## src/rtl/mem_port_arbiter.sv

```systemverilog
// Shares one single-port memory between instruction fetch and load/store.
// MEM wins ties; a fetch that completes while MEM is pending is parked in a one-word buffer.
module mem_port_arbiter #(
    parameter int unsigned ADDR_WIDTH     = 32,
    parameter int unsigned DATA_WIDTH     = 32,
    parameter int unsigned TIMEOUT_CYCLES = 255
) (
    input  logic                  clk,
    input  logic                  reset,
    input  logic                  IF_req_i,
    input  logic [ADDR_WIDTH-1:0] IF_addr_i,
    output logic [DATA_WIDTH-1:0] IF_rdata_o,
    output logic                  IF_valid_o,
    input  logic                  MEM_read_i,
    input  logic                  MEM_write_i,
    input  logic [ADDR_WIDTH-1:0] MEM_addr_i,
    input  logic [DATA_WIDTH-1:0] MEM_wdata_i,
    output logic [DATA_WIDTH-1:0] MEM_rdata_o,
    output logic                  MEM_valid_o,
    input  logic                  flush_i,
    output logic                  mem_req_o,
    output logic                  mem_we_o,
    output logic [ADDR_WIDTH-1:0] mem_addr_o,
    output logic [DATA_WIDTH-1:0] mem_wdata_o,
    input  logic [DATA_WIDTH-1:0] mem_rdata_i,
    input  logic                  mem_ready_i,
    output logic                  fetch_stall_o,
    output logic                  pipe_stall_o,
    output logic                  timeout_o
);
    localparam int unsigned CNT_W = $clog2(TIMEOUT_CYCLES + 1);
    localparam logic [CNT_W-1:0] CNT_MAX = CNT_W'(TIMEOUT_CYCLES);

    typedef enum logic [1:0] {StIdle, StFetch, StData, StDrain} state_e;

    state_e                state_q, state_d;
    logic                  buf_valid_q, buf_valid_d;
    logic [DATA_WIDTH-1:0] buf_q, buf_d;
    logic [CNT_W-1:0]      cnt_q, cnt_d;
    logic                  timeout_d;
    logic                  req_d, we_d;
    logic [ADDR_WIDTH-1:0] addr_d;
    logic [DATA_WIDTH-1:0] wdata_d;

    logic mem_pend, fetch_ok;
    logic grant_data, grant_fetch;
    logic fetch_done, buf_capture, data_done, buf_deliver;

    assign mem_pend = MEM_read_i | MEM_write_i;
    assign fetch_ok = IF_req_i & ~buf_valid_q & ~flush_i;

    always_comb begin
        state_d     = state_q;
        grant_data  = 1'b0;
        grant_fetch = 1'b0;
        fetch_done  = 1'b0;
        buf_capture = 1'b0;
        data_done   = 1'b0;
        unique case (state_q)
            StIdle: begin
                if (mem_pend) begin
                    grant_data = 1'b1;
                end else if (fetch_ok) begin
                    grant_fetch = 1'b1;
                end
            end
            StFetch: begin
                if (mem_ready_i) begin
                    state_d = StIdle;
                    if (flush_i) begin
                        grant_data = mem_pend;
                    end else if (mem_pend) begin
                        buf_capture = 1'b1;
                        grant_data  = 1'b1;
                    end else begin
                        fetch_done = 1'b1;
                    end
                end else if (flush_i) begin
                    // The memory still owes a response; swallow it in StDrain.
                    state_d = StDrain;
                end
            end
            StData: begin
                if (mem_ready_i) begin
                    data_done   = 1'b1;
                    state_d     = StIdle;
                    grant_fetch = fetch_ok;
                end
            end
            StDrain: begin
                if (mem_ready_i) begin
                    state_d = StIdle;
                end
            end
            default: state_d = StIdle;
        endcase
        if (grant_data) begin
            state_d = StData;
        end else if (grant_fetch) begin
            state_d = StFetch;
        end
    end

    always_comb begin
        req_d   = mem_req_o;
        we_d    = mem_we_o;
        addr_d  = mem_addr_o;
        wdata_d = mem_wdata_o;
        if (grant_data) begin
            req_d   = 1'b1;
            we_d    = MEM_write_i;
            addr_d  = MEM_addr_i;
            wdata_d = MEM_wdata_i;
        end else if (grant_fetch) begin
            req_d  = 1'b1;
            we_d   = 1'b0;
            addr_d = IF_addr_i;
        end else if (mem_req_o && mem_ready_i) begin
            req_d = 1'b0;
            we_d  = 1'b0;
        end
    end

    always_comb begin
        MEM_valid_o   = data_done;
        MEM_rdata_o   = data_done ? mem_rdata_i : '0;
        // Stalls are gated by reset so every output is quiet while reset is held.
        pipe_stall_o  = reset & mem_pend & ~data_done;
        buf_deliver   = buf_valid_q & ~pipe_stall_o & ~flush_i;
        IF_valid_o    = fetch_done | buf_deliver;
        if (fetch_done) begin
            IF_rdata_o = mem_rdata_i;
        end else if (buf_deliver) begin
            IF_rdata_o = buf_q;
        end else begin
            IF_rdata_o = '0;
        end
        fetch_stall_o = reset & IF_req_i & ~IF_valid_o;
    end

    always_comb begin
        buf_valid_d = buf_valid_q;
        buf_d       = buf_q;
        if (buf_capture) begin
            buf_valid_d = 1'b1;
            buf_d       = mem_rdata_i;
        end
        if (buf_deliver || flush_i) begin
            buf_valid_d = 1'b0;
        end
    end

    always_comb begin
        cnt_d = cnt_q;
        if (mem_ready_i) begin
            cnt_d = '0;
        end else if (mem_req_o && (cnt_q != CNT_MAX)) begin
            cnt_d = cnt_q + CNT_W'(1);
        end
        timeout_d = timeout_o | (cnt_d == CNT_MAX);
    end

    always_ff @(posedge clk or negedge reset) begin
        if (!reset) begin
            state_q     <= StIdle;
            mem_req_o   <= 1'b0;
            mem_we_o    <= 1'b0;
            mem_addr_o  <= '0;
            mem_wdata_o <= '0;
            buf_valid_q <= 1'b0;
            buf_q       <= '0;
            cnt_q       <= '0;
            timeout_o   <= 1'b0;
        end else begin
            state_q     <= state_d;
            mem_req_o   <= req_d;
            mem_we_o    <= we_d;
            mem_addr_o  <= addr_d;
            mem_wdata_o <= wdata_d;
            buf_valid_q <= buf_valid_d;
            buf_q       <= buf_d;
            cnt_q       <= cnt_d;
            timeout_o   <= timeout_d;
        end
    end

endmodule
```

## config.mk

```make
export PLATFORM = sky130hd
export DESIGN_NAME = mem_port_arbiter
export DESIGN_NICKNAME = d
export VERILOG_FILES = /design/src/rtl/mem_port_arbiter.sv
export SDC_FILE = /design/constraint.sdc
export NUM_CORES = 1
export LEC_CHECK = 0
export BUFFER_PORTS_ARGS = -buffer_cell sky130_fd_sc_hd__buf_2
export CAP_MARGIN = 20
export CORE_ASPECT_RATIO = 0.5
export CORE_MARGIN = 4
export CORE_UTILIZATION = 30
export CTS_CLUSTER_DIAMETER = 200
export DETAILED_ROUTE_END_ITERATION = 8
export GPL_TIMING_DRIVEN = 0
export HOLD_SLACK_MARGIN = 0.08
export PLACE_DENSITY = 0.57
export SYNTH_ARGS = -nofsm -noshare
export SYNTH_HDL_FRONTEND = slang
export SYNTH_SLANG_ARGS = --single-unit
```

## constraint.sdc

```tcl
create_clock -name clk -period 4.4 [get_ports clk]
set_input_delay 0.88 -clock clk [delete_from_list [all_inputs] [get_ports clk]]
set_output_delay 0.88 -clock clk [all_outputs]
set_load 0.02 [all_outputs]
```

==> impl_metrics.tcl, run 1 <==
set metrics [dict create \
    cts_tree "built" \
    finalHoldViolations 0 \
    placed_area_sq_um 7470 \
    fin_crit_ns 3.60 \
    vias 4599 \
    drt_first_iter_violations 145 \
    power_w 0.00453 \
    r2r_cells 5 \
    final_antenna_net_count 0 \
    cpMaxStageDelayCell "nor3_1" \
    cpPeakStageDelay_ns 0.53 \
    die_w_microns 204 \
    htreeDepth 3 \
    synth_top_flop_cell "dfrtp_1" \
    worstSetupPathType "input pin to primary output" \
    root_buffer "clkbuf_16" \
    register_area_sq_um 2750 \
    port_buffers 269 \
    coreArea_sq_um 18600 \
    grt_overflow 0 \
    nets 894 \
    drtPass1Iterations 4 \
    ys_seq_area_frac 0.477 \
    finalCritPeriodShare 0.819 \
    critical_path_depth 7 \
    syn_inst 477 \
    wl_microns 15800 \
    power_frac_comb 0.449 \
    row_count 35 \
    p_int_w 0.00283 \
    final_common_cell "buf_2" \
    gp_congestion 0.768 \
    rsz0062_at_grt "no" \
    async_reset_ff_frac 1.00 \
    area_delta_synth_final_pct 34.7 \
    nFillCells 1841 \
    syn_nets 613 \
    n_antenna_cell 0 \
    skew_ns 0.00851 \
    relSlewSlack 0.587 \
    post_cts_buffers 0 \
    drive_above_1_share 0.619 \
    path_buf_inv 3 \
    ys_ff_latch 110 \
    power_frac_clock 0.178 \
    cp_cell_sequence "buf_2 -> or2_1 -> nor3_1 -> clkbuf_1 -> nand2_1 -> a21oi_2 -> buf_2" \
    final-setup-viol-count 0 \
    switching_share 0.374 \
    p_leak_nw 3.82 \
    maxSlewViolCount 0 \
    power_density_nw_per_um2 583 \
    clock_sinks 110 \
    maxCapViolCount 0 \
    grt_usage 0.143 \
    status "complete, no violations" \
    fin_area_sq_um 7770 \
    hold_ws_ns 0.422 \
    dpl.hpwl_microns 12100 \
    p_sw_w 0.00169 \
    crit_family "simple AND/OR/NAND/NOR gates" \
    synth_area_per_cell_sq_um 12.1 \
    min_path_type "input pin to asynchronous set/reset pin" \
    dp_cells 1006 \
    fmax_mhz 278 \
    start_kind "input pin" \
    num_io_pins 270 \
    cp_data_arrival_time_ns 2.72 \
    cts_made_buffers 9 \
    sequentialPowerShare 0.373 \
    tightestPinTransition_ns 0.614 \
    path_clk_slew_ns 0.08 \
    crit_fanout 10 \
    yosysWarnings 0 \
    viasPerCell 4.50 \
    clk_latency_ns 0.35 \
    ys_types 55 \
    end_kind "primary output" \
    peakVddDrop_mv 0.301 \
    dieArea_sq_um 21600 \
    final_cells 1022 \
    start_util 0.310 \
    cts_buffer_depth 2 \
    synth_area_sq_um 5770 \
    cts_repair_resize_count 0 \
    fp.dieH_microns 106 \
    layout_common_cells "buf_2, dfrtp_1, mux2_2" \
    tns_ns 0 \
    grt_pass1_wl_microns 24900 \
    grt_pass1_vias 4737 \
    cp_common_cell "buf_2" \
    antenna_found_initial 0 \
    wl_per_cell_microns 15.4 \
    grt_max_degree 80 \
    multiInputGateArea_sq_um 2750 \
    ctsHoldBuffers 0 \
    synth-edff-count 0 \
    remaining_drc_errors 0 \
    worstPathRequired_ns 3.52 \
]
cells in the mapped netlist (2+ instances only):
| library cell | number | area, sq um |
|---|---|---|
| nand2b_1 | 3 | 18.8 |
| buf_6 | 10 | 113 |
| mux2_2 | 100 | 1130 |
| inv_1 | 9 | 33.8 |
| and3_1 | 3 | 18.8 |
| a31oi_1 | 2 | 12.5 |
| mux2_4 | 28 | 420 |
| or3_1 | 2 | 12.5 |
| nor3_1 | 3 | 15.0 |
| or2_2 | 2 | 12.5 |
| and2_1 | 32 | 200 |
| dfrtp_1 | 110 | 2750 |
| nor2_1 | 5 | 18.8 |
| o21ai_0 | 3 | 15.0 |
| a21oi_1 | 6 | 30.0 |
| clkbuf_1 | 10 | 37.5 |
| a21oi_2 | 29 | 254 |
| nand3_1 | 3 | 15.0 |
| buf_4 | 3 | 22.5 |
| mux2i_1 | 2 | 20.0 |
| buf_2 | 8 | 40.0 |
| nand2_1 | 71 | 267 |
cell type report:
type                       count  share of cell area
sequential                   110               0.354
multi-input combinational    326               0.354
timing repair buffer         270               0.178
tap                          259              0.0417
clock buffer                  11              0.0325
buffer                        32              0.0293
clock inverter                 5             0.00548
inverter                       9             0.00435
sequential cells by signal (all words and copies together), names as in the netlist:
register and flops:
mem_req_o 1, cnt_q 8, mem_wdata_o 32, buf_valid_q 1, timeout_o 1, mem_addr_o 32
state_q 2, buf_q 32, mem_we_o 1
stage by stage:
step            util  worst slack (ns)
2_1_floorplan      -              1.31
4_1_cts        0.417             0.755
5_1_grt        0.417             0.480
6_report       0.417             0.797
3_5_place_dp   0.401             0.765
3_3_place_gp   0.400            -0.587
kinds of logic after synthesis:
kind of cell	after synthesis	synth area share
compound gates	57	0.0824
simple gates	135	0.116
buf+inv	41	0.0453
fa+ha+maj	1	0.00217
flops	110	0.477
mux	131	0.274
xor+xnor	2	0.00304
layer usage:
metal,global-route usage,vias to the layer above,part of all wire
met4,0.0229,0,0.0048
met3,0.0378,5,0.051
met2,0.268,99,0.54
met5,0,-,0
li1,-,2213,-
met1,0.168,2282,0.40
power groups by stage:
| stage | clock, W | combinational [W] | sequential [W] |
|---|---|---|---|
| after global routing | 0.000888 | 0.00219 | 0.00176 |
| final | 0.000806 | 0.00203 | 0.00169 |
| after global placement | 0 | 0.00204 | 0.00169 |
| after floorplan | 0 | 0.00102 | 0.00207 |
| after detailed placement | 0 | 0.00207 | 0.00171 |
| after CTS | 0.000846 | 0.00207 | 0.00169 |
worst paths after layout:
| check | startpoint | end | slack (ns) |
|---|---|---|---|
| min in group clk | timeout_o | timeout_o | 0.48 |
| worst max-delay path | MEM_read_i | IF_rdata_o[26] | 0.80 |
| worst min register to register | timeout_o | timeout_o | 0.48 |
| worst max register to register | cnt_q[0] | timeout_o | 2.17 |
| max in group asynchronous | reset | buf_q[1] | 3.28 |
| worst min-delay path | reset | mem_wdata_o[21] | 0.42 |
No activity file was read; power rests on OpenSTA's default activity.
==> run 2, diff against run 1 <==
PLACE_DENSITY = 0.59   (was 0.57)
clock period = 2.9 ns   (was 4.4 ns; I/O delays follow)
==> run 2 against run 1 <==
Effect of this change:
- utilization rose by 0.53 points
- clock power rose by 63%
- via count fell by 0.22%
- global-route usage rose by 0.13 points
- die area did not move
- clock-buffer cell count fell by 2
- combinational power rose by 53%
- design area rose by 1.3%
- critical path depth rose by 2
- worst hold slack got worse by 0.32 ns
- largest power group unchanged
==> impl_metrics.tcl, run 2 (synthesis results as in run 1) <==
set metrics [dict create \
    grt_usage 0.144 \
    final_common_cell "buf_2" \
    fp.dieH_microns 106 \
    cts_buffer_depth 2 \
    final_antenna_net_count 0 \
    finalHoldViolations 0 \
    drive_above_1_share 0.628 \
    start_kind "input pin" \
    cts_tree "built" \
    top_regs "buf_q (32), mem_addr_o (32), mem_wdata_o (32)" \
    grt_overflow 0 \
    maxCapViolCount 0 \
    grt_pass1_wl_microns 24900 \
    port_buffers 269 \
    layout_common_cells "buf_2, dfrtp_1, mux2_2" \
    grt_pass1_vias 4721 \
    tns_ns 0 \
    min_path_type "input pin to asynchronous set/reset pin" \
    post_cts_buffers 0 \
    power_density_nw_per_um2 888 \
    peakVddDrop_mv 0.412 \
    wl_met3_microns 772 \
    wl_microns 16000 \
    worstPathRequired_ns 2.32 \
    n_antenna_cell 0 \
    area_delta_synth_final_pct 36.4 \
    maxSlewViolCount 0 \
    crit_fanout 10 \
    met2_length_microns 8450 \
    nFillCells 1834 \
    dpl.hpwl_microns 12300 \
    final-setup-viol-count 0 \
    root_buffer "clkbuf_16" \
    cts_made_buffers 9 \
    clock_sinks 110 \
    ctsHoldBuffers 0 \
    start_util 0.310 \
    fin_crit_ns 2.80 \
    tightestPinTransition_ns 0.541 \
    gp_congestion 0.778 \
    top_layer "met4" \
    placed_area_sq_um 7470 \
    die_w_microns 204 \
    drt_first_iter_violations 157 \
    grt_max_degree 44 \
    clk_latency_ns 0.35 \
    coreArea_sq_um 18600 \
    viasPerCell 4.49 \
    wl_per_cell_microns 15.6 \
    end_kind "primary output" \
    nets 895 \
    vias 4589 \
    status "complete, no violations" \
    fmax_mhz 358 \
    relSlewSlack 0.636 \
    p_leak_nw 3.88 \
    finalCritPeriodShare 0.964 \
    num_io_pins 270 \
    fin_area_sq_um 7870 \
    htreeDepth 3 \
    drtPass1Iterations 4 \
    skew_ns 0.0128 \
    dieArea_sq_um 21600 \
    path_clk_slew_ns 0.08 \
    remaining_drc_errors 0 \
    row_count 35 \
    worstSetupPathType "input pin to primary output" \
    cp_data_arrival_time_ns 2.22 \
    rsz0062_at_grt "no" \
    antenna_found_initial 0 \
    drt-met1-wl_microns 6390 \
]
==> run 2: layout make-up <==
type	instances	area, sq um	area share
sequential	110	2750	0.350
timing repair buffer	271	1430	0.182
inverter	9	33.8	0.00430
clock buffer	9	225	0.0286
tap	259	324	0.0412
clock inverter	7	90.1	0.0115
multi-input combinational	326	2760	0.351
buffer	32	244	0.0310
==> run 2: routing by layer <==
layer / global-route usage / vias up
met2: 0.266 / 111
met1: 0.166 / 2236
met5: 0 / -
met4: 0.0406 / 0
met3: 0.0366 / 23
li1: - / 2219
==> run 2: power by group <==
part | switching [W] | total, W | internal [W]
logic | 0.00167 | 0.00311 | 0.00144
clock network | 0.000614 | 0.00131 | 0.000691
registers | 0.000338 | 0.00256 | 0.00223
total | 0.00262 | 0.00698 | 0.00436
==> run 2: timing repair <==
action                     CTS  global route
pin swaps                    0             1
resized for setup            3            21
gates cloned                 1             0
setup endpoints to repair   31            31
==> run 2: worst max-delay path: stages <==
cell     delay, ns
buf_2         0.13
or2_1         0.29
or3_1         0.36
buf_2         0.16
o31a_1        0.12
buf_6         0.14
buf_6         0.15
a21oi_2       0.11
buf_2         0.18
==> run 2: final timing paths <==
check / start / end / cells after the start / slack, ns
max: MEM_write_i / IF_rdata_o[8] / 9 / 0.10
min: reset / mem_wdata_o[28] / 1 / 0.11
max reg2reg: cnt_q[0] / timeout_o / 5 / 0.52
min reg2reg: timeout_o / timeout_o / 2 / 0.50
max in group asynchronous: reset / mem_addr_o[11] / 2 / 2.12
min in group clk: MEM_wdata_i[29] / mem_wdata_o[29] / 2 / 0.45
==> run 2: through the flow <==
step	hold slack, ns	util	instances	power, W	setup WS [ns]
after floorplan	0.284	-	477	0.00470	0.411
after global placement	0.463	0.400	1005	0.00566	-1.45
after detailed placement	0.479	0.401	1006	0.00574	-0.171
after CTS	0.141	0.421	1023	0.00710	0.0187
after global routing	0.111	0.423	1023	0.00743	0.00302
final	0.106	0.423	1023	0.00698	0.104
==> run 3, diff against run 2 <==
ABC_AREA = 1   (was not set)
==> run 3 against run 2 <==
Effect of this change:
- clock skew down 0.0040 ns
- worst setup slack better by 0.13 ns
- total power up 0.37%
- sequential share of layout area up 2.0 points
- critical path type unchanged
==> impl_metrics.tcl, run 3 <==
set metrics [dict create \
    cts_tree "built" \
    tightestPinTransition_ns 0.971 \
    rsz0062_at_grt "no" \
    yosys-top-cells-area "dfrtp_1, nand4_1, nand2_1" \
    end_kind "primary output" \
    p_sw_w 0.00296 \
    drtPass1Iterations 5 \
    crit_family "buffers and inverters" \
    final_antenna_net_count 0 \
    gr-usage-met2 0.302 \
    p_leak_nw 3.84 \
    path_clk_slew_ns 0.08 \
    cts_buffer_depth 2 \
    peakVddDrop_mv 0.386 \
    power_density_nw_per_um2 941 \
    row_count 34 \
    crit_fanout 10 \
    vias 5484 \
    root_buffer "clkbuf_16" \
    tns_ns 0 \
    port_buffers 269 \
    grt_pass1_wl_microns 27700 \
    area_delta_synth_final_pct 37.3 \
    clk_latency_ns 0.35 \
    power_frac_comb 0.453 \
    use_met3 0.0454 \
    worstSetupPathType "input pin to primary output" \
    skew_ns 0.00883 \
    final-setup-viol-count 0 \
    synth_xor_area_frac 0 \
    synth_common_cells "dfrtp_1, nand2_1, nor2_1" \
    finalCritPeriodShare 0.919 \
    synth_top_flop_cell "dfrtp_1" \
    drive_above_1_share 0.397 \
    top_regs "buf_q (32), mem_addr_o (32), mem_wdata_o (32)" \
    nFillCells 1878 \
    path_buf_inv 6 \
    antenna_found_initial 1 \
    ys_types 27 \
    grt_overflow 0 \
    dpl.hpwl_microns 13600 \
    grt-busiest-layer "met2" \
    fp.dieH_microns 103 \
    switching_share 0.423 \
    grt_max_degree 47 \
    status "complete, no violations" \
    remaining_drc_errors 0 \
    synthSimpleGateAreaFrac 0.229 \
    synth_top_family_by_area "simple AND/OR/NAND/NOR gates" \
    worstPathRequired_ns 2.32 \
    dieArea_sq_um 20400 \
    cpPeakStageDelay_ns 0.25 \
    ys_seq_area_frac 0.508 \
    cpMaxStageDelayCell "buf_2" \
    met1_usage 0.215 \
    die_w_microns 198 \
    grt_pass1_vias 5240 \
    sequentialPowerShare 0.361 \
    ys_ff_latch 110 \
    synth_compound_area_frac 0.111 \
    final_common_cell "buf_2" \
    start_kind "input pin" \
    gp_congestion 0.808 \
    n_antenna_cell 0 \
    relSlewSlack 0.351 \
    syn_inst 626 \
    clock_sinks 110 \
    maxSlewViolCount 0 \
    cp_cell_sequence "buf_2 -> inv_1 -> nand2_2 -> inv_1 -> nand3_1 -> buf_2 -> buf_2 -> nand4_1 -> o21ai_0 -> buf_2" \
    post_cts_buffers 0 \
    layout_common_cells "buf_2, dfrtp_1, nand2_1" \
    num_io_pins 270 \
    power_w 0.00701 \
    yosys.area.top_type_share 0.508 \
    async_reset_ff_frac 1.00 \
    p_int_w 0.00404 \
    htreeDepth 3 \
    wl_microns 18200 \
    maxCapViolCount 0 \
    synth-edff-count 0 \
    fin_crit_ns 2.67 \
    min_path_type "input pin to asynchronous set/reset pin" \
    coreArea_sq_um 17600 \
    yosysTopAreaCell "dfrtp_1" \
    fmax_mhz 375 \
    cp_data_arrival_time_ns 2.09 \
    viasPerCell 4.78 \
    synth.most_common_cell "dfrtp_1" \
    synth_mux_area_frac 0.0665 \
    grt_usage 0.170 \
    yosysWarnings 0 \
    wl_per_cell_microns 15.8 \
    synth_area_per_cell_sq_um 8.66 \
    finalHoldViolations 0 \
    drt_first_iter_violations 274 \
    cts_made_buffers 9 \
    synth_area_sq_um 5420 \
    synth_adder_area_share 0.00231 \
    cp_common_cell "buf_2" \
    power_frac_clock 0.186 \
    syn_nets 762 \
    start_util 0.309 \
    nets 1045 \
]
-- run 3: cell count changes after synthesis, sizes merged, moves of 28 or more --
cell | before | now
nand2 | 71 | 99
o21ai | 4 | 67
a31oi | 2 | 32
a21oi | 35 | 6
nor2 | 5 | 86
mux2 | 129 | 32
and2 | 33 | 1
inv | 9 | 54
nand4 | 1 | 65
-- run 3: final cells by class --
cell class	count	area, sq um	area share
Sequential cell	110	2750	0.370
Multi-Input combinational cell	413	2220	0.298
Timing Repair Buffer	272	1420	0.191
Tap cell	234	293	0.0393
Buffer	49	254	0.0341
Clock buffer	9	225	0.0302
Inverter	54	203	0.0272
Clock inverter	7	81.3	0.0109
-- run 3: per-layer routing --
layer	vias up	wire [microns]
li1	2699	-
met3	12	919
met4	2	111
met1	2642	7870
met5	-	13
met2	129	9260
-- run 3: kinds of logic (layout without fill, tap and decap cells) --
kind of cell | after synthesis | count (layout)
simple gates | 271 | 271
flops | 110 | 110
compound gates | 109 | 109
buf+inv | 103 | 391
mux | 32 | 32
fa+ha+maj | 1 | 1
-- run 3: timing repair --
item                                   4_1_cts  5_1_grt
hold buffers                                 1        0
cloned                                       1        0
gates resized for setup                      0        1
setup endpoints to repair                    6       23
endpoints found under the hold margin       21        0
-- run 3: per-stage QoR --
| step | setup WS, ns | cells | hold WS [ns] | util | cell area [sq um] |
|---|---|---|---|---|---|
| finish | 0.235 | 1148 | 0.201 | 0.424 | 7450 |
| global route | 0.0281 | 1148 | 0.203 | 0.424 | 7450 |
| CTS | 0.0176 | 1148 | 0.208 | 0.424 | 7440 |
| detailed placement | -0.0695 | 1130 | 0.448 | 0.404 | 7100 |
| global placement | -1.50 | 1129 | 0.447 | 0.402 | 7060 |
| floorplan | 0.378 | 626 | 0.284 | - | 5420 |
-- run 3: path summary, 6_finish.rpt --
| path | startpoint | to | slack (ns) | cells after the start |
|---|---|---|---|---|
| setup / recovery | MEM_write_i | IF_rdata_o[5] | 0.23 | 10 |
| hold / removal | reset | mem_wdata_o[15] | 0.20 | 2 |
| setup reg to reg | state_q[0] | mem_addr_o[1] | 1.18 | 8 |
| hold reg to reg | buf_q[21] | buf_q[21] | 0.49 | 2 |
| max in group asynchronous | reset | mem_wdata_o[9] | 1.35 | 2 |
| min in group clk | MEM_wdata_i[8] | mem_wdata_o[8] | 0.45 | 2 |
-- run 3: power groups by stage --
stage	Sequential [W]	Combinational (W)	Clock (W)
6_report	0.00253	0.00317	0.00130
5_1_grt	0.00261	0.00347	0.00141
4_1_cts	0.00253	0.00323	0.00134
3_5_place_dp	0.00256	0.00322	0
3_3_place_gp	0.00253	0.00317	0
2_1_floorplan	0.00312	0.00149	0
